$ cat config.mk
export PLATFORM = sky130hd
export DESIGN_NAME = sprite_coin_lane_flat
export DESIGN_NICKNAME = d
export VERILOG_FILES = /design/src/rtl/sprite_coin_lane_if.sv /design/src/rtl/sprite_coin_lane.sv /design/src/flat_wrapper.sv
export SDC_FILE = /design/constraint.sdc
export NUM_CORES = 1
export LEC_CHECK = 0
export BUFFER_PORTS_ARGS = -buffer_cell sky130_fd_sc_hd__buf_2
export CAP_MARGIN = 20
export CORE_MARGIN = 1
export CORE_UTILIZATION = 45
export CTS_CLUSTER_DIAMETER = 150
export CTS_CLUSTER_SIZE = 14
export DETAILED_ROUTE_END_ITERATION = 12
export GPL_TIMING_DRIVEN = 0
export HOLD_SLACK_MARGIN = 0.1
export PLACE_DENSITY = 0.77
export SLEW_MARGIN = 5
export SYNTH_ARGS = -nofsm -noshare
export SYNTH_HDL_FRONTEND = slang
export SYNTH_SLANG_ARGS = --single-unit
$ cat constraint.sdc
create_clock -name i_clk -period 7.06 [get_ports i_clk]
set_input_delay 0 -clock i_clk [delete_from_list [all_inputs] [get_ports i_clk]]
set_output_delay 0 -clock i_clk [all_outputs]
set_load 0.01 [all_outputs]
$ cat src/rtl/sprite_coin_lane_if.sv
// rtl/sprite_coin_lane_if.sv - pixel/frame bus between video timing (master) and one coin lane (slave)
interface sprite_coin_lane_if;
  logic        i_v_sync;
  logic [15:0] i_x;
  logic [15:0] i_y;
  logic [15:0] i_penguin_x;
  logic        i_is_finished;
  logic        i_is_dead;
  logic [7:0]  o_red;
  logic [7:0]  o_green;
  logic [7:0]  o_blue;
  logic        o_sprite_hit;
  logic        o_scored;
  logic        o_missed;
  logic [7:0]  o_coin_cnt;

  modport master (
    output i_v_sync, i_x, i_y, i_penguin_x, i_is_finished, i_is_dead,
    input  o_red, o_green, o_blue, o_sprite_hit, o_scored, o_missed, o_coin_cnt
  );

  modport slave (
    input  i_v_sync, i_x, i_y, i_penguin_x, i_is_finished, i_is_dead,
    output o_red, o_green, o_blue, o_sprite_hit, o_scored, o_missed, o_coin_cnt
  );
endinterface

$ cat src/rtl/sprite_coin_lane.sv
// rtl/sprite_coin_lane.sv - falling coin sprite in one lane: spawn/fall/collect FSM and pixel renderer
// Optional collected-coin counter enabled by COIN_SCORE_CNT_EN.
module sprite_coin_lane #(
  parameter int LANE_X_CENTER = 640,
  parameter int LANE_OFFSET   = 0,
  parameter int PENGUIN_X     = 576,
  parameter int SPEED         = 1,
  parameter int Y_END         = 592,
  parameter int SCALE1_Y      = 300,
  parameter int SCALE2_Y      = 450,
  parameter int HIT_Y_MIN     = 540,
  parameter int HIT_Y_MAX     = 550,
  parameter int VIS_Y_MIN     = 144,
  parameter int SPAWN_DELAY   = 1000
) (
  input logic              i_clk,
  input logic              i_rst,
  sprite_coin_lane_if.slave bus
);

  localparam logic [15:0] LANE_C   = 16'(LANE_X_CENTER);
  localparam logic [15:0] OFFS_W   = 16'(LANE_OFFSET);
  localparam logic [15:0] PENG_W   = 16'(PENGUIN_X);
  localparam logic [15:0] SPEED_W  = 16'(SPEED);
  localparam logic [16:0] SPEED17  = 17'(SPEED);
  localparam logic [15:0] Y_END_W  = 16'(Y_END);
  localparam logic [16:0] Y_END17  = 17'(Y_END);
  localparam logic [15:0] SCALE1_W = 16'(SCALE1_Y);
  localparam logic [15:0] SCALE2_W = 16'(SCALE2_Y);
  localparam logic [15:0] HIT_MIN  = 16'(HIT_Y_MIN);
  localparam logic [15:0] HIT_MAX  = 16'(HIT_Y_MAX);
  localparam logic [15:0] VIS_MIN  = 16'(VIS_Y_MIN);
  localparam logic [15:0] SPAWN_W  = 16'(SPAWN_DELAY);

  // Coin artwork: yellow border ring around a pale fill disc, rows 5..26 populated.
  function automatic logic [2047:0] coin_art();
    logic [2047:0] art;
    int dr;
    int dc;
    int d2;
    art = '0;
    for (int r = 0; r < 32; r++) begin
      for (int c = 0; c < 32; c++) begin
        dr = 2 * r - 31;
        dc = 2 * c - 31;
        d2 = dr * dr + dc * dc;
        if (d2 <= 324)      art[(r * 32 + c) * 2 +: 2] = 2'd2;
        else if (d2 <= 484) art[(r * 32 + c) * 2 +: 2] = 2'd1;
      end
    end
    return art;
  endfunction

  localparam logic [2047:0] COIN_ART = coin_art();

  typedef enum logic [1:0] {
    WAIT      = 2'd0,
    FALL      = 2'd1,
    COLLECTED = 2'd2
  } state_t;

  state_t      state, state_next;
  logic [15:0] y, y_next;
  logic [15:0] delay, delay_next;
  logic        v_sync_q;
  logic        tick;
  logic        scored_next, missed_next;

  // The edge register keeps tracking while the game is paused so a held strobe never fires late.
  assign tick = bus.i_v_sync & ~v_sync_q & ~bus.i_is_finished & ~bus.i_is_dead;

  always_comb begin
    state_next  = state;
    y_next      = y;
    delay_next  = delay;
    scored_next = 1'b0;
    missed_next = 1'b0;
    if (tick) begin
      case (state)
        FALL: begin
          if (y > HIT_MIN && y < HIT_MAX && bus.i_penguin_x == PENG_W) begin
            state_next  = COLLECTED;
            scored_next = 1'b1;
          end else if ({1'b0, y} + SPEED17 >= Y_END17) begin
            state_next  = WAIT;
            y_next      = Y_END_W;
            missed_next = 1'b1;
          end else begin
            y_next = y + SPEED_W;
          end
        end
        WAIT, COLLECTED: begin
          if (delay + 16'd1 == SPAWN_W) begin
            state_next = FALL;
            y_next     = 16'd0;
            delay_next = 16'd0;
          end else begin
            delay_next = delay + 16'd1;
          end
        end
        default: state_next = WAIT;
      endcase
    end
  end

  logic [1:0]  sh;
  logic [15:0] sprite_x;
  logic [15:0] span;
  logic [15:0] off_x, off_y;
  logic [4:0]  col, row;
  logic [1:0]  pix;
  logic        in_box;
  logic [23:0] pal_rgb;

  always_comb begin
    if (y < SCALE1_W)      sh = 2'd0;
    else if (y < SCALE2_W) sh = 2'd1;
    else                   sh = 2'd2;
  end

  assign sprite_x = LANE_C - (16'd16 << sh) + (OFFS_W << sh);
  assign span     = 16'd32 << sh;
  assign in_box   = (bus.i_x >= sprite_x) && (bus.i_x < sprite_x + span) &&
                    (bus.i_y >= y) && (bus.i_y < y + span);
  assign off_x    = bus.i_x - sprite_x;
  assign off_y    = bus.i_y - y;
  assign col      = 5'(off_x >> sh);
  assign row      = 5'(off_y >> sh);
  assign pix      = COIN_ART[{row, col, 1'b0} +: 2];

  always_comb begin
    case (pix)
      2'd1:    pal_rgb = 24'hFFDB00;
      2'd2:    pal_rgb = 24'hFFF2A5;
      default: pal_rgb = 24'h000000;
    endcase
  end

  always_ff @(posedge i_clk) begin
    if (i_rst) begin
      state            <= WAIT;
      y                <= Y_END_W;
      delay            <= 16'd0;
      v_sync_q         <= 1'b0;
      bus.o_red        <= 8'd0;
      bus.o_green      <= 8'd0;
      bus.o_blue       <= 8'd0;
      bus.o_sprite_hit <= 1'b0;
      bus.o_scored     <= 1'b0;
      bus.o_missed     <= 1'b0;
    end else begin
      state        <= state_next;
      y            <= y_next;
      delay        <= delay_next;
      v_sync_q     <= bus.i_v_sync;
      bus.o_scored <= scored_next;
      bus.o_missed <= missed_next;
      if (state == FALL && in_box) begin
        bus.o_red   <= pal_rgb[23:16];
        bus.o_green <= pal_rgb[15:8];
        bus.o_blue  <= pal_rgb[7:0];
      end else begin
        bus.o_red   <= 8'd0;
        bus.o_green <= 8'd0;
        bus.o_blue  <= 8'd0;
      end
      bus.o_sprite_hit <= (state == FALL) && (y >= VIS_MIN) && (y < Y_END_W) &&
                          in_box && (pix != 2'd0);
    end
  end

`ifdef COIN_SCORE_CNT_EN
  logic [7:0] coin_cnt;

  always_ff @(posedge i_clk) begin
    if (i_rst) begin
      coin_cnt <= 8'd0;
    end else if (scored_next && coin_cnt != 8'hFF) begin
      coin_cnt <= coin_cnt + 8'd1;
    end
  end

  assign bus.o_coin_cnt = coin_cnt;
`else
  assign bus.o_coin_cnt = 8'd0;
`endif

endmodule

$ cat src/flat_wrapper.sv
// flat-port wrapper written by rule: the top's interface ports become plain ports
module sprite_coin_lane_flat 
#(
  parameter int LANE_X_CENTER = 640,
  parameter int LANE_OFFSET   = 0,
  parameter int PENGUIN_X     = 576,
  parameter int SPEED         = 1,
  parameter int Y_END         = 592,
  parameter int SCALE1_Y      = 300,
  parameter int SCALE2_Y      = 450,
  parameter int HIT_Y_MIN     = 540,
  parameter int HIT_Y_MAX     = 550,
  parameter int VIS_Y_MIN     = 144,
  parameter int SPAWN_DELAY   = 1000
)
  (i_clk, i_rst, bus_i_v_sync, bus_i_x, bus_i_y, bus_i_penguin_x, bus_i_is_finished, bus_i_is_dead, bus_o_red, bus_o_green, bus_o_blue, bus_o_sprite_hit, bus_o_scored, bus_o_missed, bus_o_coin_cnt);
  sprite_coin_lane_if bus_i ();
  input logic i_clk;
  input logic i_rst;
  input wire logic [$bits(bus_i.i_v_sync)-1:0] bus_i_v_sync;
  input wire logic [$bits(bus_i.i_x)-1:0] bus_i_x;
  input wire logic [$bits(bus_i.i_y)-1:0] bus_i_y;
  input wire logic [$bits(bus_i.i_penguin_x)-1:0] bus_i_penguin_x;
  input wire logic [$bits(bus_i.i_is_finished)-1:0] bus_i_is_finished;
  input wire logic [$bits(bus_i.i_is_dead)-1:0] bus_i_is_dead;
  output wire logic [$bits(bus_i.o_red)-1:0] bus_o_red;
  output wire logic [$bits(bus_i.o_green)-1:0] bus_o_green;
  output wire logic [$bits(bus_i.o_blue)-1:0] bus_o_blue;
  output wire logic [$bits(bus_i.o_sprite_hit)-1:0] bus_o_sprite_hit;
  output wire logic [$bits(bus_i.o_scored)-1:0] bus_o_scored;
  output wire logic [$bits(bus_i.o_missed)-1:0] bus_o_missed;
  output wire logic [$bits(bus_i.o_coin_cnt)-1:0] bus_o_coin_cnt;
  assign bus_i.i_v_sync = bus_i_v_sync;
  assign bus_i.i_x = bus_i_x;
  assign bus_i.i_y = bus_i_y;
  assign bus_i.i_penguin_x = bus_i_penguin_x;
  assign bus_i.i_is_finished = bus_i_is_finished;
  assign bus_i.i_is_dead = bus_i_is_dead;
  assign bus_o_red = bus_i.o_red;
  assign bus_o_green = bus_i.o_green;
  assign bus_o_blue = bus_i.o_blue;
  assign bus_o_sprite_hit = bus_i.o_sprite_hit;
  assign bus_o_scored = bus_i.o_scored;
  assign bus_o_missed = bus_i.o_missed;
  assign bus_o_coin_cnt = bus_i.o_coin_cnt;
  sprite_coin_lane #(.LANE_X_CENTER(LANE_X_CENTER), .LANE_OFFSET(LANE_OFFSET), .PENGUIN_X(PENGUIN_X), .SPEED(SPEED), .Y_END(Y_END), .SCALE1_Y(SCALE1_Y), .SCALE2_Y(SCALE2_Y), .HIT_Y_MIN(HIT_Y_MIN), .HIT_Y_MAX(HIT_Y_MAX), .VIS_Y_MIN(VIS_Y_MIN), .SPAWN_DELAY(SPAWN_DELAY)) u_core (.i_clk(i_clk), .i_rst(i_rst), .bus(bus_i));
endmodule
==> results.md, run 1 <==
STA:
- The number of pins with negative max-slew slack in the final report is 0.
- The final setup skew is around 0.013 ns.
- At the pin with the least slew margin, the transition time is slightly above 0.9 ns.
- The final count of hold timing violations was 0.
- The time the worst path needs with I/O delays and setup is about 5.4 ns.
- Across all setup checks in the final design, the least slack found is between 1.5 and 2 ns.
- For this run, the top clock speed supported by timing is approximately 180 MHz.
- The final setup TNS is 0 ns.
- Setup repair after global routing left no endpoint under its margin.
- The final setup violation count is 0.
- Headroom to the max-slew limit came out at 0.374.
- The portion of the clock cycle consumed by the worst path in the final layout is 0.771.

Finish:
- In the final layout, flip-flops and latches occupy between 800 and 900 sq um.
- In the final layout, the multi-input gates occupy roughly 3600 sq um.
- After the flow finishes, the layout carries non-filler instances totaling a little under 900.
- The repair_antennas step left the layout with diodes totalling 0.
- The final net count is ~840.
- Fill cells in the final layout number between 1000 and 1500.
- Of the cells placed in the final design, the portion with a size suffix greater than 1 is 0.187.
- At the end of the flow the core is filled with cells to 0.534.
- The area added between synthesis and finish is 15.1%.

Critical path:
- The kind of cell with the highest combined delay along the critical path is compound AO/OA/AOI/OAI gates.
- In this design, the stage delay of the slowest critical-path cell is 0.70 ns.
- Counting both buffers and inverters, the worst setup path holds a total of 1.
- The slowest stage of the critical path belongs to the cell sky130_fd_sc_hd__a31oi_1.
- The worst setup path is captured at a flip-flop.
- The class of the most critical setup path is flip-flop to flip-flop.
- The critical path crosses 17 cells after its start point.
- In this run the register-to-register setup slack is between 1.5 and 2 ns.
- The critical-path maximum fanout is 10.
- The number of cells on the worst reg-to-reg path is 17.
- At the worst endpoint, the required time is about 7.3 ns.
- The worst register-to-register path ends at u_core.bus.o_sprite_hit$_SDFF_PP0_.
- The data arrival time of the worst path is ~5.7 ns.
- The type of origin of the critical path is a flip-flop.
- Following the worst setup path forward leads to its endpoint at u_core.bus.o_sprite_hit$_SDFF_PP0_.
- The startpoint of the lowest-slack register-to-register path is u_core.y[11]$_SDFFE_PP0P_.
- Tracing the worst setup path back leads to its startpoint at u_core.y[11]$_SDFFE_PP0P_.
- The signal on the critical path passes through buf_2 -> or4_4 -> nor3_2 -> nand2_1 -> ha_1 -> o21a_1 -> a211oi_1 -> a31oi_1 -> nand2_1 -> o31ai_1 -> nor2_1 -> o32ai_1 -> o311a_1 -> o32ai_1 -> ha_1 -> nor4b_1 -> and4_1.

Die:
- In this run the horizontal extent of the chip is 105 um.
- The floorplan has 37 rows.
- The core region is 10300 sq um.
- 88 I/O pins were placed.
- The starting density of the core is 0.464.
- The overall die area is around 11000 sq um.
- The height of the die is 105 um.

Synthesis:
- By area the synthesized netlist is led by sky130_fd_sc_hd__dfxtp_1, sky130_fd_sc_hd__ha_1, sky130_fd_sc_hd__a21oi_1, sky130_fd_sc_hd__buf_4, sky130_fd_sc_hd__nor2_1.
- In this run the cell area of the synthesized design comes to roughly 4800 sq um.
- In this run, synthesis produced a sequential element count of 41.
- For this run, asynchronously set or reset flops after synthesis account for 0.
- The cell count after synthesis is roughly 640.
- The number of warnings reported in the yosys synthesis log is 0.
- After synthesis, the mean cell area works out to between 7 and 8 sq um.
- The sequential-to-total area share from yosys stat is 0.172.
- The count of flip-flops with a built-in enable after synthesis is 0.
- Of all cell types, the one taking the most synthesized area is sky130_fd_sc_hd__dfxtp_1.
- Yosys mapped the design onto 76 distinct sky130hd cell types.
- The dominant register cell in the synthesized netlist is sky130_fd_sc_hd__dfxtp_1.
- The area fraction of the dominant cell type after synthesis is 0.172.

Clocking:
- Buffers inserted during clock tree synthesis total 5.
- The worst-case clock buffer depth is 2.
- The clock insertion delay at the later pin of the skew report is 0.30 ns.
- Counting every sink on the clock net gives 41.
- After clock tree synthesis, the clock-pin slew on the worst setup and hold paths is about 0.090 ns.
- TritonCTS built the clock tree.
- The tree is rooted in a sky130_fd_sc_hd__clkbuf_8.
- Buffers added to address setup during post-CTS repair amount to 0.
- CTS built an H-tree with a depth of 2.

Pwr:
- The total chip power is approximately 0.6 mW.
- In this run the static leakage power is ~2.3 nW.
- The maximum VDD drop is approximately 0.11 mV.
- The power per unit of standard cell area is roughly 110 nW/um^2.

Place:
- The worst setup slack before clock tree synthesis is approximately 1.8 ns.
- The quantity of I/O buffers inserted on ports is 74.
- Detailed placement ended at an HPWL of 10300 um.
- In this run, placement finished with an instance count of between 800 and 900.
- At the end of routability-driven placement, the weighted congestion stood at 0.903.

Global routing:
- The initial antenna violation count is 0.
- The pin count of the biggest net entering global routing is 15.
- For this run, the total global-route usage over all layers was measured as 0.233.
- The number of global-route vias before repair is 4647.
- The wire length of the first global-routing pass is about 21000 um.
- After global routing the overflow that remains totals 0.

Drt:
- The post-detailed-route count of antenna-violating nets is 0.
- The first routing iteration left ~320 violations.
- The via count of the routed design is 5027.
- The wire length reported by the detailed router is roughly 13000 um.
- The routed length per placed instance is roughly 15 um.
- After detailed routing, the number of remaining DRC violations is 0.
- The average via count per standard cell is 5.76.
- The pre-antenna-repair detailed-routing pass consisted of 5 iterations.

Outcome:
- The flow ran to the end, and the final reports show no timing, DRC or antenna violations.

Hold path:
- The number of cells on the worst hold path is 5.
- The tightest min-delay check is of the input pin to flip-flop type.

Run:
- The number of max-cap violations is 0.
synthesized netlist by cell type, types with 6 or more instances:
| cell | instances |
|---|---|
| sky130_fd_sc_hd__a211oi_1 | 10 |
| sky130_fd_sc_hd__a21o_1 | 9 |
| sky130_fd_sc_hd__a21oi_1 | 45 |
| sky130_fd_sc_hd__a31oi_1 | 6 |
| sky130_fd_sc_hd__and2_1 | 9 |
| sky130_fd_sc_hd__and3_1 | 10 |
| sky130_fd_sc_hd__buf_2 | 8 |
| sky130_fd_sc_hd__buf_4 | 29 |
| sky130_fd_sc_hd__clkbuf_1 | 17 |
| sky130_fd_sc_hd__dfxtp_1 | 41 |
| sky130_fd_sc_hd__ha_1 | 47 |
| sky130_fd_sc_hd__inv_1 | 29 |
| sky130_fd_sc_hd__mux2i_1 | 14 |
| sky130_fd_sc_hd__nand2_1 | 49 |
| sky130_fd_sc_hd__nand3_1 | 20 |
| sky130_fd_sc_hd__nand4_1 | 13 |
| sky130_fd_sc_hd__nor2_1 | 55 |
| sky130_fd_sc_hd__nor2b_1 | 8 |
| sky130_fd_sc_hd__nor3_1 | 23 |
| sky130_fd_sc_hd__nor4_1 | 12 |
| sky130_fd_sc_hd__nor4b_1 | 7 |
| sky130_fd_sc_hd__o21a_1 | 12 |
| sky130_fd_sc_hd__o21ai_0 | 34 |
| sky130_fd_sc_hd__o22ai_1 | 6 |
| sky130_fd_sc_hd__or3_1 | 8 |
| sky130_fd_sc_hd__or4_1 | 6 |
| sky130_fd_sc_hd__xnor2_1 | 14 |
| sky130_fd_sc_hd__xor2_1 | 11 |
report_power, final:
group / internal, mW / leakage [nW] / switching (mW)
Sequential: 0.232 / 0.331 / 0.000437
Clock: 0.106 / 0.0585 / 0.0932
Combinational: 0.0713 / 1.91 / 0.0946
kinds of logic after synthesis:
group,share of synthesized area
buffers and inverters,0.0934
other,0.000786
DFF,0.172
AOI/OAI and AO/OA,0.246
adders and majority gates,0.132
muxes,0.0370
xor gates and xnor gates,0.0459
and+or+nand+nor,0.273
per-stage QoR:
stage                     cell area [sq um]  hold WS [ns]
after floorplan                        4820         0.128
after global placement                 5370         0.229
after detailed placement               5370         0.243
after CTS                              5490         0.107
after global routing                   5490         0.150
final                                  5490         0.108
final cells by class:
class / count / area share
Tap cell: 136 / 0.0310
Buffer: 54 / 0.0586
Sequential cell: 41 / 0.150
Inverter: 33 / 0.0226
Clock buffer: 5 / 0.0125
Clock inverter: 3 / 0.00798
Multi-Input combinational cell: 526 / 0.648
Timing Repair Buffer: 75 / 0.0693
state kept, by name (all words and copies together) (netlist names):
name                     cells
u_core.bus.o_blue            1
u_core.bus.o_green           1
u_core.bus.o_missed          1
u_core.bus.o_red             1
u_core.bus.o_scored          1
u_core.bus.o_sprite_hit      1
u_core.delay                16
u_core.state                 2
u_core.v_sync_q              1
u_core.y                    16
per-layer routing:
layer | part of all wire | global-route usage | routed length (um)
met1 | 0.43 | 0.285 | 5560
met2 | 0.50 | 0.432 | 6480
met3 | 0.052 | 0.0262 | 675
met4 | 0.016 | 0.0563 | 204
met5 | 0 | 0 | 0
worst register-to-register path, cell delays in order, from the launching register on:
cell and delay [ns]:
sky130_fd_sc_hd__dfxtp_1 0.30, sky130_fd_sc_hd__buf_2 0.16, sky130_fd_sc_hd__or4_4 0.54, sky130_fd_sc_hd__nor3_2 0.42, sky130_fd_sc_hd__nand2_1 0.26, sky130_fd_sc_hd__ha_1 0.49
sky130_fd_sc_hd__o21a_1 0.22, sky130_fd_sc_hd__a211oi_1 0.09, sky130_fd_sc_hd__a31oi_1 0.70, sky130_fd_sc_hd__nand2_1 0.20, sky130_fd_sc_hd__o31ai_1 0.44, sky130_fd_sc_hd__nor2_1 0.07
sky130_fd_sc_hd__o32ai_1 0.33, sky130_fd_sc_hd__o311a_1 0.25, sky130_fd_sc_hd__o32ai_1 0.11, sky130_fd_sc_hd__ha_1 0.26, sky130_fd_sc_hd__nor4b_1 0.30, sky130_fd_sc_hd__and4_1 0.24
worst min path at each step:
stage / from / end
floorplan: bus_i_v_sync / u_core.v_sync_q$_SDFF_PP0_
global placement: bus_i_v_sync / u_core.v_sync_q$_SDFF_PP0_
detailed placement: bus_i_v_sync / u_core.v_sync_q$_SDFF_PP0_
CTS: bus_i_is_finished / u_core.state[0]$_SDFFE_PP0P_
global route: bus_i_is_dead / u_core.state[0]$_SDFFE_PP0P_
finish: bus_i_is_finished / u_core.state[0]$_SDFFE_PP0P_
repair_timing:
action / CTS / global route
gates resized for setup: 0 / 0
hold buffers: 1 / 0
endpoints found under the hold margin: 1 / 0
cell usage in the layout, fill, tap and decap left out, types with 5 or more instances in the layout:
cell type and n:
sky130_fd_sc_hd__buf_2 82, sky130_fd_sc_hd__nor2_1 55, sky130_fd_sc_hd__nand2_1 49, sky130_fd_sc_hd__ha_1 47, sky130_fd_sc_hd__a21oi_1 45, sky130_fd_sc_hd__dfxtp_1 41
sky130_fd_sc_hd__o21ai_0 34, sky130_fd_sc_hd__inv_1 29, sky130_fd_sc_hd__buf_4 29, sky130_fd_sc_hd__nor3_1 23, sky130_fd_sc_hd__nand3_1 20, sky130_fd_sc_hd__clkbuf_1 17
sky130_fd_sc_hd__conb_1 16, sky130_fd_sc_hd__xnor2_1 14, sky130_fd_sc_hd__mux2i_1 14, sky130_fd_sc_hd__nand4_1 13, sky130_fd_sc_hd__o21a_1 12, sky130_fd_sc_hd__nor4_1 12
sky130_fd_sc_hd__xor2_1 11, sky130_fd_sc_hd__and3_1 10, sky130_fd_sc_hd__a211oi_1 10, sky130_fd_sc_hd__a21o_1 9, sky130_fd_sc_hd__and2_1 9, sky130_fd_sc_hd__or3_1 8
sky130_fd_sc_hd__nor2b_1 8, sky130_fd_sc_hd__nor4b_1 7, sky130_fd_sc_hd__or4_1 6, sky130_fd_sc_hd__o22ai_1 6, sky130_fd_sc_hd__a31oi_1 6, sky130_fd_sc_hd__o21ai_1 5
sky130_fd_sc_hd__nand2b_1 5, sky130_fd_sc_hd__a22oi_1 5, sky130_fd_sc_hd__clkbuf_8 5
No activity file was read; power rests on OpenSTA's default activity.
==> run 2: changes to the inputs <==
--- a/config.mk
+++ b/config.mk
@@ -5,6 +5,7 @@
 export SDC_FILE = /design/constraint.sdc
 export NUM_CORES = 1
 export LEC_CHECK = 0
+export ABC_AREA = 1
 export BUFFER_PORTS_ARGS = -buffer_cell sky130_fd_sc_hd__buf_2
 export CAP_MARGIN = 20
 export CORE_MARGIN = 1
@@ -14,7 +15,7 @@
 export DETAILED_ROUTE_END_ITERATION = 12
 export GPL_TIMING_DRIVEN = 0
 export HOLD_SLACK_MARGIN = 0.1
-export PLACE_DENSITY = 0.77
+export PLACE_DENSITY = 0.79
 export SLEW_MARGIN = 5
 export SYNTH_ARGS = -nofsm -noshare
 export SYNTH_HDL_FRONTEND = slang
==> constraint.sdc (replaced) <==
create_clock -name i_clk -period 4.95 [get_ports i_clk]
set_input_delay 0 -clock i_clk [delete_from_list [all_inputs] [get_ports i_clk]]
set_output_delay 0 -clock i_clk [all_outputs]
set_load 0.01 [all_outputs]
==> run 2 against run 1 <==
Against the previous run:
- setup slack lost 0.62 ns
- maximum frequency increased by 38%
- largest cell class unchanged
- highest routed layer unchanged
- critical endpoint is now u_core.bus.o_blue[5]$_SDFF_PP0_
- core utilization rose by 0.96 points
- sequential share of layout area is 1.3 points lower
==> results.md, run 2 <==
Outcome:
- The run finished with clean final reports.

Drt:
- The wire length reported by the detailed router is ~12000 um.
- The post-detailed-route count of antenna-violating nets is 0.
- The routed layout has 5199 vias.
- The average via count per standard cell is between 5 and 6.
- The routed length per placed instance is around 12 um.
- The total iterations of the first detailed-routing run is 5.
- After detailed routing, the number of remaining DRC violations is 0.
- The initial detailed-routing violation count is 241.

Synthesis:
- The cell count after synthesis is about 800.
- The async set or reset register ratio after synthesis is 0.
- In this run the cell area of the synthesized design comes to about 5200 sq um.
- The dominant register cell in the synthesized netlist is sky130_fd_sc_hd__dfxtp_1.
- Each instance of the synthesized netlist takes up on average about 6.5 sq um.
- The number of distinct standard cells referenced by the synthesized netlist is 58.
- The commonest cells after synthesis are sky130_fd_sc_hd__nand2_1, sky130_fd_sc_hd__inv_1, sky130_fd_sc_hd__nand3_1, sky130_fd_sc_hd__nor2_1, sky130_fd_sc_hd__ha_1.
- The top cell type by total area after synthesis is sky130_fd_sc_hd__dfxtp_1.
- Of the post-synthesis cell area, the dominant cell type holds 0.158.
- Sorting the synthesized cells by area gives the leading types as sky130_fd_sc_hd__dfxtp_1, sky130_fd_sc_hd__nand2_1, sky130_fd_sc_hd__ha_1, sky130_fd_sc_hd__nand3_1, sky130_fd_sc_hd__inv_1.
- Yosys instantiated no cell more often than sky130_fd_sc_hd__nand2_1.
- The sequential-to-total area share from yosys stat is 0.158.
- For this run, the number of Yosys warnings is 0.
- Yosys mapped a number of flops with a built-in enable equal to 0.
- In this run, synthesis produced a sequential element count of 41.

STA:
- The time the worst path needs with I/O delays and setup is 3.95 ns.
- The highest clock frequency the design can meet is 253 MHz.
- The final setup skew is 0.00844 ns.
- The portion of the clock cycle consumed by the worst path in the final layout is 0.798.
- The number of pins with negative max-slew slack in the final report is 0.
- In this run the tightest slew margin relative to its limit is 0.634.
- The measured slew at the worst slew-check pin is between 0.5 and 0.6 ns.
- Adding up every negative setup slack in the final design gives 0 ns.
- The final count of hold timing violations is 0.
- Setup repair after global routing left no endpoint under its margin.
- Setup violations remaining at the end of the flow were counted as 0.

Pwr:
- The clock network power share is 0.356.
- The reported net switching power is about 0.32 mW.
- The internal power component is about 0.63 mW.
- After layout, the design draws a total of between 0.9 and 1 mW.
- The combinational fraction of design power is 0.292.
- Of the total power, the share spent switching nets is 0.335.
- The maximum VDD drop is between 0.15 and 0.2 mV.
- The leakage power of the design is between 2 and 3 nW.
- The share of total power dissipated in sequential elements is 0.352.
- For this design the ratio of total power to cell area is 158 nW/um^2.

Global routing:
- The initial antenna violation count was 0.
- Entering global routing, the biggest net connects 16 pins.
- The wire length of the first global-routing pass is slightly above 20000 um.
- After global routing the overflow that remains totals 0.
- The number of global-route vias before repair came to 4764.
- The global-route usage over all layers is 0.212.

Finish:
- Excluding fillers, the count of instances in the completed layout stands at roughly 1000.
- In the layout the commonest cells are sky130_fd_sc_hd__nand2_1, sky130_fd_sc_hd__inv_1, sky130_fd_sc_hd__buf_2.
- The largest registers in the layout are u_core.delay (16), u_core.y (16), u_core.state (2).
- The most common library cell in the layout ignoring fill and taps is sky130_fd_sc_hd__nand2_1.
- The area added between synthesis and finish is 15.7%.
- In the final layout, the share of cells above drive strength 1 is 0.228.
- The final net count is approximately 1000.
- The number of antenna cells inserted is 0.

Die:
- For this configuration, the core starts out at a cell density of 0.470.
- The die span in x is around 110 um.
- The height of the die is about 110 um.
- The overall die area is 12000 sq um.
- The row count is 38.
- The total I/O pin count is between 80 and 90.
- The core region area is between 10000 and 15000 sq um.

Critical path:
- The number of cells on the worst reg-to-reg path is 19.
- The most critical setup path has its startpoint at u_core.y[6]$_SDFFE_PP1P_.
- In this run the number of cells on the critical path is 19.
- Walking the worst path, the cells encountered are nor2_2 -> nand3_2 -> nand2_4 -> nand2_2 -> inv_1 -> ha_1 -> fa_1 -> nand3_1 -> nand2_1 -> nand2_1 -> nor2_1 -> nand2_1 -> xor2_1 -> ha_1 -> nor4b_1 -> nand4_1 -> a2111oi_0 -> nand3_1 -> nor2_1.
- The worst register-to-register path begins at u_core.y[6]$_SDFFE_PP1P_.
- The class of the most critical setup path is flip-flop to flip-flop.
- The kind of end point of the critical path is a flip-flop.
- The slowest library cell on the worst path is sky130_fd_sc_hd__dfxtp_1.
- Following the worst setup path forward leads to its endpoint at u_core.bus.o_blue[5]$_SDFF_PP0_.
- The type of origin of the critical path is a flip-flop.
- The total buffers and inverters traversed by the critical path is 1.
- The cell repeated most along the worst path is sky130_fd_sc_hd__nand2_1.
- The data arrival time of the worst path is 4.17 ns.
- The setup check on the worst reg-to-reg path leaves a slack of roughly 1.0 ns.
- For the worst setup path, the data required time is between 5 and 6 ns.
- Of all nets on the critical path, the largest fanout is 8.
- The longest individual stage delay on the worst path is about 0.45 ns.
- The family with the most delay on the worst path is simple AND/OR/NAND/NOR gates.
- The worst register-to-register path ends at u_core.bus.o_blue[5]$_SDFF_PP0_.

Clocking:
- The TritonCTS clock tree is built.
- The total number of clock tree sinks is approximately 40.
- In this run, CTS created clock tree buffers numbering 5.
- The clock insertion delay at the later pin of the skew report is slightly below 0.3 ns.
- The clock tree root buffer cell is sky130_fd_sc_hd__clkbuf_16.
- The clock slew at the register clock pins of the worst setup and hold paths is approximately 0.070 ns.
- The buffer count from post-CTS setup fixing is 0.
- No sink is reached through more buffers than the 2 on the longest clock path.
- The level count of the clock H-tree is 2.

Hold path:
- The tightest min-delay check is of the input pin to flip-flop type.

Place:
- The half-perimeter wire length after placement is 10000 um.
- The quantity of I/O buffers inserted on ports is 74.
- The final weighted congestion in routability-driven placement is 0.886.
- The number of cells in the design after placement is 1024.

Run:
- Max-cap violations in this run came to 0.
[run 2: cell count changes after synthesis, moves of 12 or more]
cell,previous run,this run
sky130_fd_sc_hd__nand2_2,0,19
sky130_fd_sc_hd__nor3_1,23,9
sky130_fd_sc_hd__o21ai_0,34,18
sky130_fd_sc_hd__nand2_1,49,198
sky130_fd_sc_hd__nand2_4,0,14
sky130_fd_sc_hd__nand3_1,20,71
sky130_fd_sc_hd__clkbuf_1,17,5
sky130_fd_sc_hd__mux2i_1,14,0
sky130_fd_sc_hd__inv_1,29,91
sky130_fd_sc_hd__xor2_1,11,29
[run 2: per-layer routing]
metal | track usage | part of all wire | routed length (um)
met5 | 0 | 0 | 0
met4 | 0.0400 | 0.0088 | 108
met3 | 0.0243 | 0.045 | 553
met2 | 0.370 | 0.47 | 5720
met1 | 0.281 | 0.48 | 5900
[run 2: kinds of logic after synthesis]
logic type / after synthesis / share of synthesized area
AO/OA/AOI/OAI: 89 / 0.101
buffers and inverters: 148 / 0.138
flip-flops: 41 / 0.158
other: 1 / 0.000723
adder cells (fa/ha/maj): 49 / 0.121
AND/OR/NAND/NOR: 434 / 0.425
XOR/XNOR: 33 / 0.0558
[run 2: stage by stage]
stage	utilization	setup WS (ns)	instance area [sq um]	hold WS, ns
after floorplan	-	1.70	5240	0.125
after global placement	0.525	1.15	5790	0.214
after detailed placement	0.525	1.06	5790	0.232
after CTS	0.544	1.02	6000	0.111
after global routing	0.544	0.649	6000	0.147
final	0.544	1.00	6000	0.110
[run 2: power groups by stage]
| stage | Clock, mW | Combinational [mW] | Sequential, mW |
|---|---|---|---|
| after detailed placement | 0 | 0.270 | 0.340 |
| after CTS | 0.341 | 0.274 | 0.333 |
| after global routing | 0.354 | 0.315 | 0.333 |
| after floorplan | 0 | 0.205 | 0.340 |
| after global placement | 0 | 0.267 | 0.340 |
| final | 0.337 | 0.276 | 0.333 |
[run 2: worst min path at each step]
stage / depth (start not counted) / slack [ns] / end / startpoint
CTS: 4 / 0.11 / u_core.bus.o_scored$_SDFF_PP0_ / bus_i_is_finished
finish: 4 / 0.11 / u_core.bus.o_scored$_SDFF_PP0_ / bus_i_is_finished
detailed placement: 3 / 0.23 / u_core.v_sync_q$_SDFF_PP0_ / bus_i_v_sync
floorplan: 2 / 0.13 / u_core.v_sync_q$_SDFF_PP0_ / bus_i_v_sync
global route: 4 / 0.15 / u_core.bus.o_scored$_SDFF_PP0_ / bus_i_is_finished
global placement: 3 / 0.21 / u_core.v_sync_q$_SDFF_PP0_ / bus_i_v_sync
[run 2: cell type report]
cell class	count	area [sq um]
sequential	41	821
clock inverter	3	25.0
multi-input combinational	621	3700
clock buffer	5	125
inverter	106	405
tap	140	175
buffer	42	310
fill	1085	5030
timing repair buffer	80	430
[run 2: tightest hold or removal path, cell delays in order]
cell and delay (ns):
sky130_fd_sc_hd__buf_2 0.08, sky130_fd_sc_hd__nor4_1 0.06, sky130_fd_sc_hd__inv_1 0.14, sky130_fd_sc_hd__nor4_1 0.07
[run 2: what timing repair did]
action | in CTS | in global routing
hold buffers | 6 | 0
endpoints found under the hold margin | 3 | 0
resized for setup | 0 | 0
endpoints found under the setup margin | 0 | 0
==> run 3: changes to the inputs <==
--- a/config.mk
+++ b/config.mk
@@ -15,7 +15,7 @@
 export DETAILED_ROUTE_END_ITERATION = 12
 export GPL_TIMING_DRIVEN = 0
 export HOLD_SLACK_MARGIN = 0.1
-export PLACE_DENSITY = 0.79
+export PLACE_DENSITY = 0.76
 export SLEW_MARGIN = 5
 export SYNTH_ARGS = -nofsm -noshare
 export SYNTH_HDL_FRONTEND = slang
==> constraint.sdc (replaced) <==
create_clock -name i_clk -period 4 [get_ports i_clk]
set_input_delay 0 -clock i_clk [delete_from_list [all_inputs] [get_ports i_clk]]
set_output_delay 0 -clock i_clk [all_outputs]
set_load 0.01 [all_outputs]
==> run 3 against run 2 <==
Against the previous run:
- flip-flop and latch count unchanged
- highest routed layer unchanged
- maximum frequency increased by 8.8%
- largest power group unchanged
- critical endpoint unchanged
- core utilization increased by 0.65 points
==> results.md, run 3 (same netlist as run 2, synthesis figures left out) <==
Outcome:
- The flow ran to the end, and the final reports show no timing, DRC or antenna violations.

Pwr:
- The switching power as a share of total power is 0.311.
- The reported net switching power is ~0.38 mW.
- The leakage power of the design is approximately 3.0 nW.
- The clock network power share is 0.378.
- The part of the total power dissipated in sequential elements is 0.338.
- Internal power comes to 0.840 mW.
- IR analysis of the VDD net gives a maximum drop of around 0.19 mV.
- The power per unit of standard cell area is around 200 nW/um^2.
- The combinational fraction of design power is 0.283.

Critical path:
- The type of origin of the critical path is a flip-flop.
- Data arrives at the worst endpoint at approximately 3.9 ns.
- The kind of end point of the critical path is a flip-flop.
- Traced cell by cell, the critical path runs through buf_2 -> nor2_1 -> nand2_2 -> nor2_8 -> nand2_8 -> nor2_8 -> buf_8 -> fa_2 -> nand3_1 -> nand2_1 -> nand2_1 -> nor2_4 -> nand2_1 -> xor2_1 -> ha_1 -> nor4b_2 -> nand4_1 -> a2111oi_2 -> nand3_1 -> nor2_1.
- The worst setup path is of the flip-flop to flip-flop kind.
- The slowest library cell on the worst path is sky130_fd_sc_hd__a2111oi_2.
- By instance count, the cell type seen most on the critical path is sky130_fd_sc_hd__nand2_1.
- STA puts the critical path data required time at about 4.2 ns.
- The critical-path maximum fanout is 11.
- In this design, the stage delay of the slowest critical-path cell is about 0.36 ns.

Global routing:
- Entering global routing, the biggest net connects 14 pins.
- The global-route usage over all layers is 0.217.
- The initial antenna violation count is 0.
- The first global-routing pass estimated around 21000 um of wire.
- The total overflow left after global routing is 0.
- The number of global-route vias before repair is ~4800.

STA:
- On the final layout, the worst clock skew is about 0.0053 ns.
- Setup repair after global routing left no endpoint under its margin.
- The highest clock frequency the design can meet is around 280 MHz.
- The final count of hold timing violations is 0.
- Setup total negative slack on the finished layout was measured at 0 ns.
- At the pin with the least slew margin, the transition time is roughly 0.5 ns.
- Counting I/O delays and the setup requirement, the final critical path takes between 3 and 4 ns.
- Dividing the final minimum period by the clock period gives 0.907.
- The number of pins with negative max-slew slack in the final report came to 0.
- The final setup violation count is 0.
- Across all hold checks on the routed design, the worst slack comes to 0.135 ns.
- Headroom to the max-slew limit came out at 0.662.

Drt:
- The average via count per standard cell is roughly 5.
- For this block, the routed nets add up to approximately 12000 um of wire.
- For this block, the initial DRC count from the detailed router was 269.
- The total routed wire length on the met1 layer is a little under 6000 um.
- In this run the top signal layer used is met4.
- In the detailed route, the total length drawn on met3 is 632 um.
- Dividing the detail-routed wire length by the instance count gives 11.9 um.
- The via count of the routed design is ~5200.
- The total DRC errors in the routed layout is 0.
- The detail route stage leaves a number of antenna-violating nets equal to 0.
- The met2 layer wire length in the routed design is 5780 um.
- The first detailed-routing pass took 5 iterations.

Die:
- The height of the die is approximately 110 um.
- 88 I/O pins were placed.
- The die is 109 um wide.
- The core region is 11000 sq um.
- The starting density of the core is 0.470.
- The die covers 12000 sq um.
- The row count is 38.

Place:
- Input and output buffers added on the ports amount to 74.
- The half-perimeter wire length after placement is 10200 um.
- Routability-driven placement finished with a final weighted congestion of 0.865.

Clocking:
- The level count of the clock H-tree is 2.
- The total number of clock tree sinks is 41.
- The clock passes through at most 2 buffers.
- The clock slew at the register clock pins of the worst setup and hold paths is 0.06 ns.
- TritonCTS built the clock tree.
- The clock tree root buffer cell is sky130_fd_sc_hd__clkbuf_16.
- The total clock buffers created by CTS is 5.
- The clock insertion delay at the later pin of the skew report is 0.28 ns.

Finish:
- The largest registers in the layout are u_core.delay (16), u_core.y (16), u_core.state (2).
- The number of antenna cells inserted is 0.
- The final net count is around 1000.
- The share of post-route cells with drive strength above 1 is 0.238.
- Leaving out fill and tap cells, the most frequent cell in the layout is sky130_fd_sc_hd__nand2_1.
- Leaving out fill and tap cells, the most frequent cells in the layout are sky130_fd_sc_hd__nand2_1, sky130_fd_sc_hd__inv_1, sky130_fd_sc_hd__buf_2.
- The area added between synthesis and finish is 17.0%.

Run:
- Across the run, the number of max-cap violations was 0.

Hold path:
- The path class of the tightest hold or removal check is input pin to flip-flop.
## run 3: cell types whose count changed in the layout (fill, tap and decap cells not counted), moves of 2 or more
cell                      change
sky130_fd_sc_hd__buf_4        +3
sky130_fd_sc_hd__nand2_2      -2
sky130_fd_sc_hd__nand2_4      +2
sky130_fd_sc_hd__nor2_1       -2
sky130_fd_sc_hd__nor2_4       +2
## run 3: what timing repair did
| action | 4_1_cts | 5_1_grt |
|---|---|---|
| setup buffers | 0 | 3 |
| hold endpoints to repair | 3 | 0 |
| hold buffers | 5 | 0 |
| resized for setup | 0 | 12 |
| endpoints found under the setup margin | 0 | 4 |
## run 3: final cells by class
class | instances | area (sq um)
repair buffers | 82 | 443
clock inverters | 2 | 38.8
plain buffers | 42 | 310
well taps | 140 | 175
inverters | 106 | 405
fillers | 1096 | 4960
flip-flops and latches | 41 | 822
multi-input cells | 621 | 3740
clock buffers | 6 | 129
## run 3: worst paths after layout
path         cells after the start                         start  slack (ns)                         endpoint
min                              4             bus_i_is_finished        0.13   u_core.bus.o_scored$_SDFF_PP0_
max                             20     u_core.y[13]$_SDFFE_PP0P_        0.37  u_core.bus.o_blue[5]$_SDFF_PP0_
max reg2reg                     20     u_core.y[13]$_SDFFE_PP0P_        0.37  u_core.bus.o_blue[5]$_SDFF_PP0_
min reg2reg                      2  u_core.delay[1]$_SDFFE_PP0P_        0.48     u_core.delay[1]$_SDFFE_PP0P_
## run 3: metal layers
layer / vias to the layer above / GRT usage
met5: - / 0
met4: 0 / 0.0448
met3: 16 / 0.0243
met2: 132 / 0.373
met1: 2309 / 0.292
li1: 2757 / -
## run 3: power by group through the flow
stage                     logic (mW)  clock network, mW  registers [mW]
final                          0.345              0.461           0.412
after floorplan                0.253                  0           0.421
after global routing           0.393              0.482           0.412
after global placement         0.331                  0           0.421
after detailed placement       0.337                  0           0.421
after CTS                      0.341              0.469           0.412
## run 3: per-stage QoR
step | util | area (sq um) | worst slack [ns] | cells | power [mW]
6_report | 0.550 | 6070 | 0.370 | 1040 | 1.22
5_1_grt | 0.550 | 6070 | 0.00723 | 1040 | 1.29
4_1_cts | 0.544 | 6000 | 0.103 | 1037 | 1.22
3_5_place_dp | 0.525 | 5790 | 0.139 | 1024 | 0.758
3_3_place_gp | 0.525 | 5790 | 0.161 | 1024 | 0.752
2_1_floorplan | - | 5240 | 0.749 | 810 | 0.674
## run 3: critical path, delay by kind of cell, from the launching register on
| family | cells | cell delay (ns) |
|---|---|---|
| compound gates | 1 | 0.36 |
| xor+xnor | 1 | 0.16 |
| simple gates | 14 | 2.00 |
| fa+ha+maj | 2 | 0.44 |
| buf+inv | 2 | 0.31 |
| flops | 1 | 0.29 |
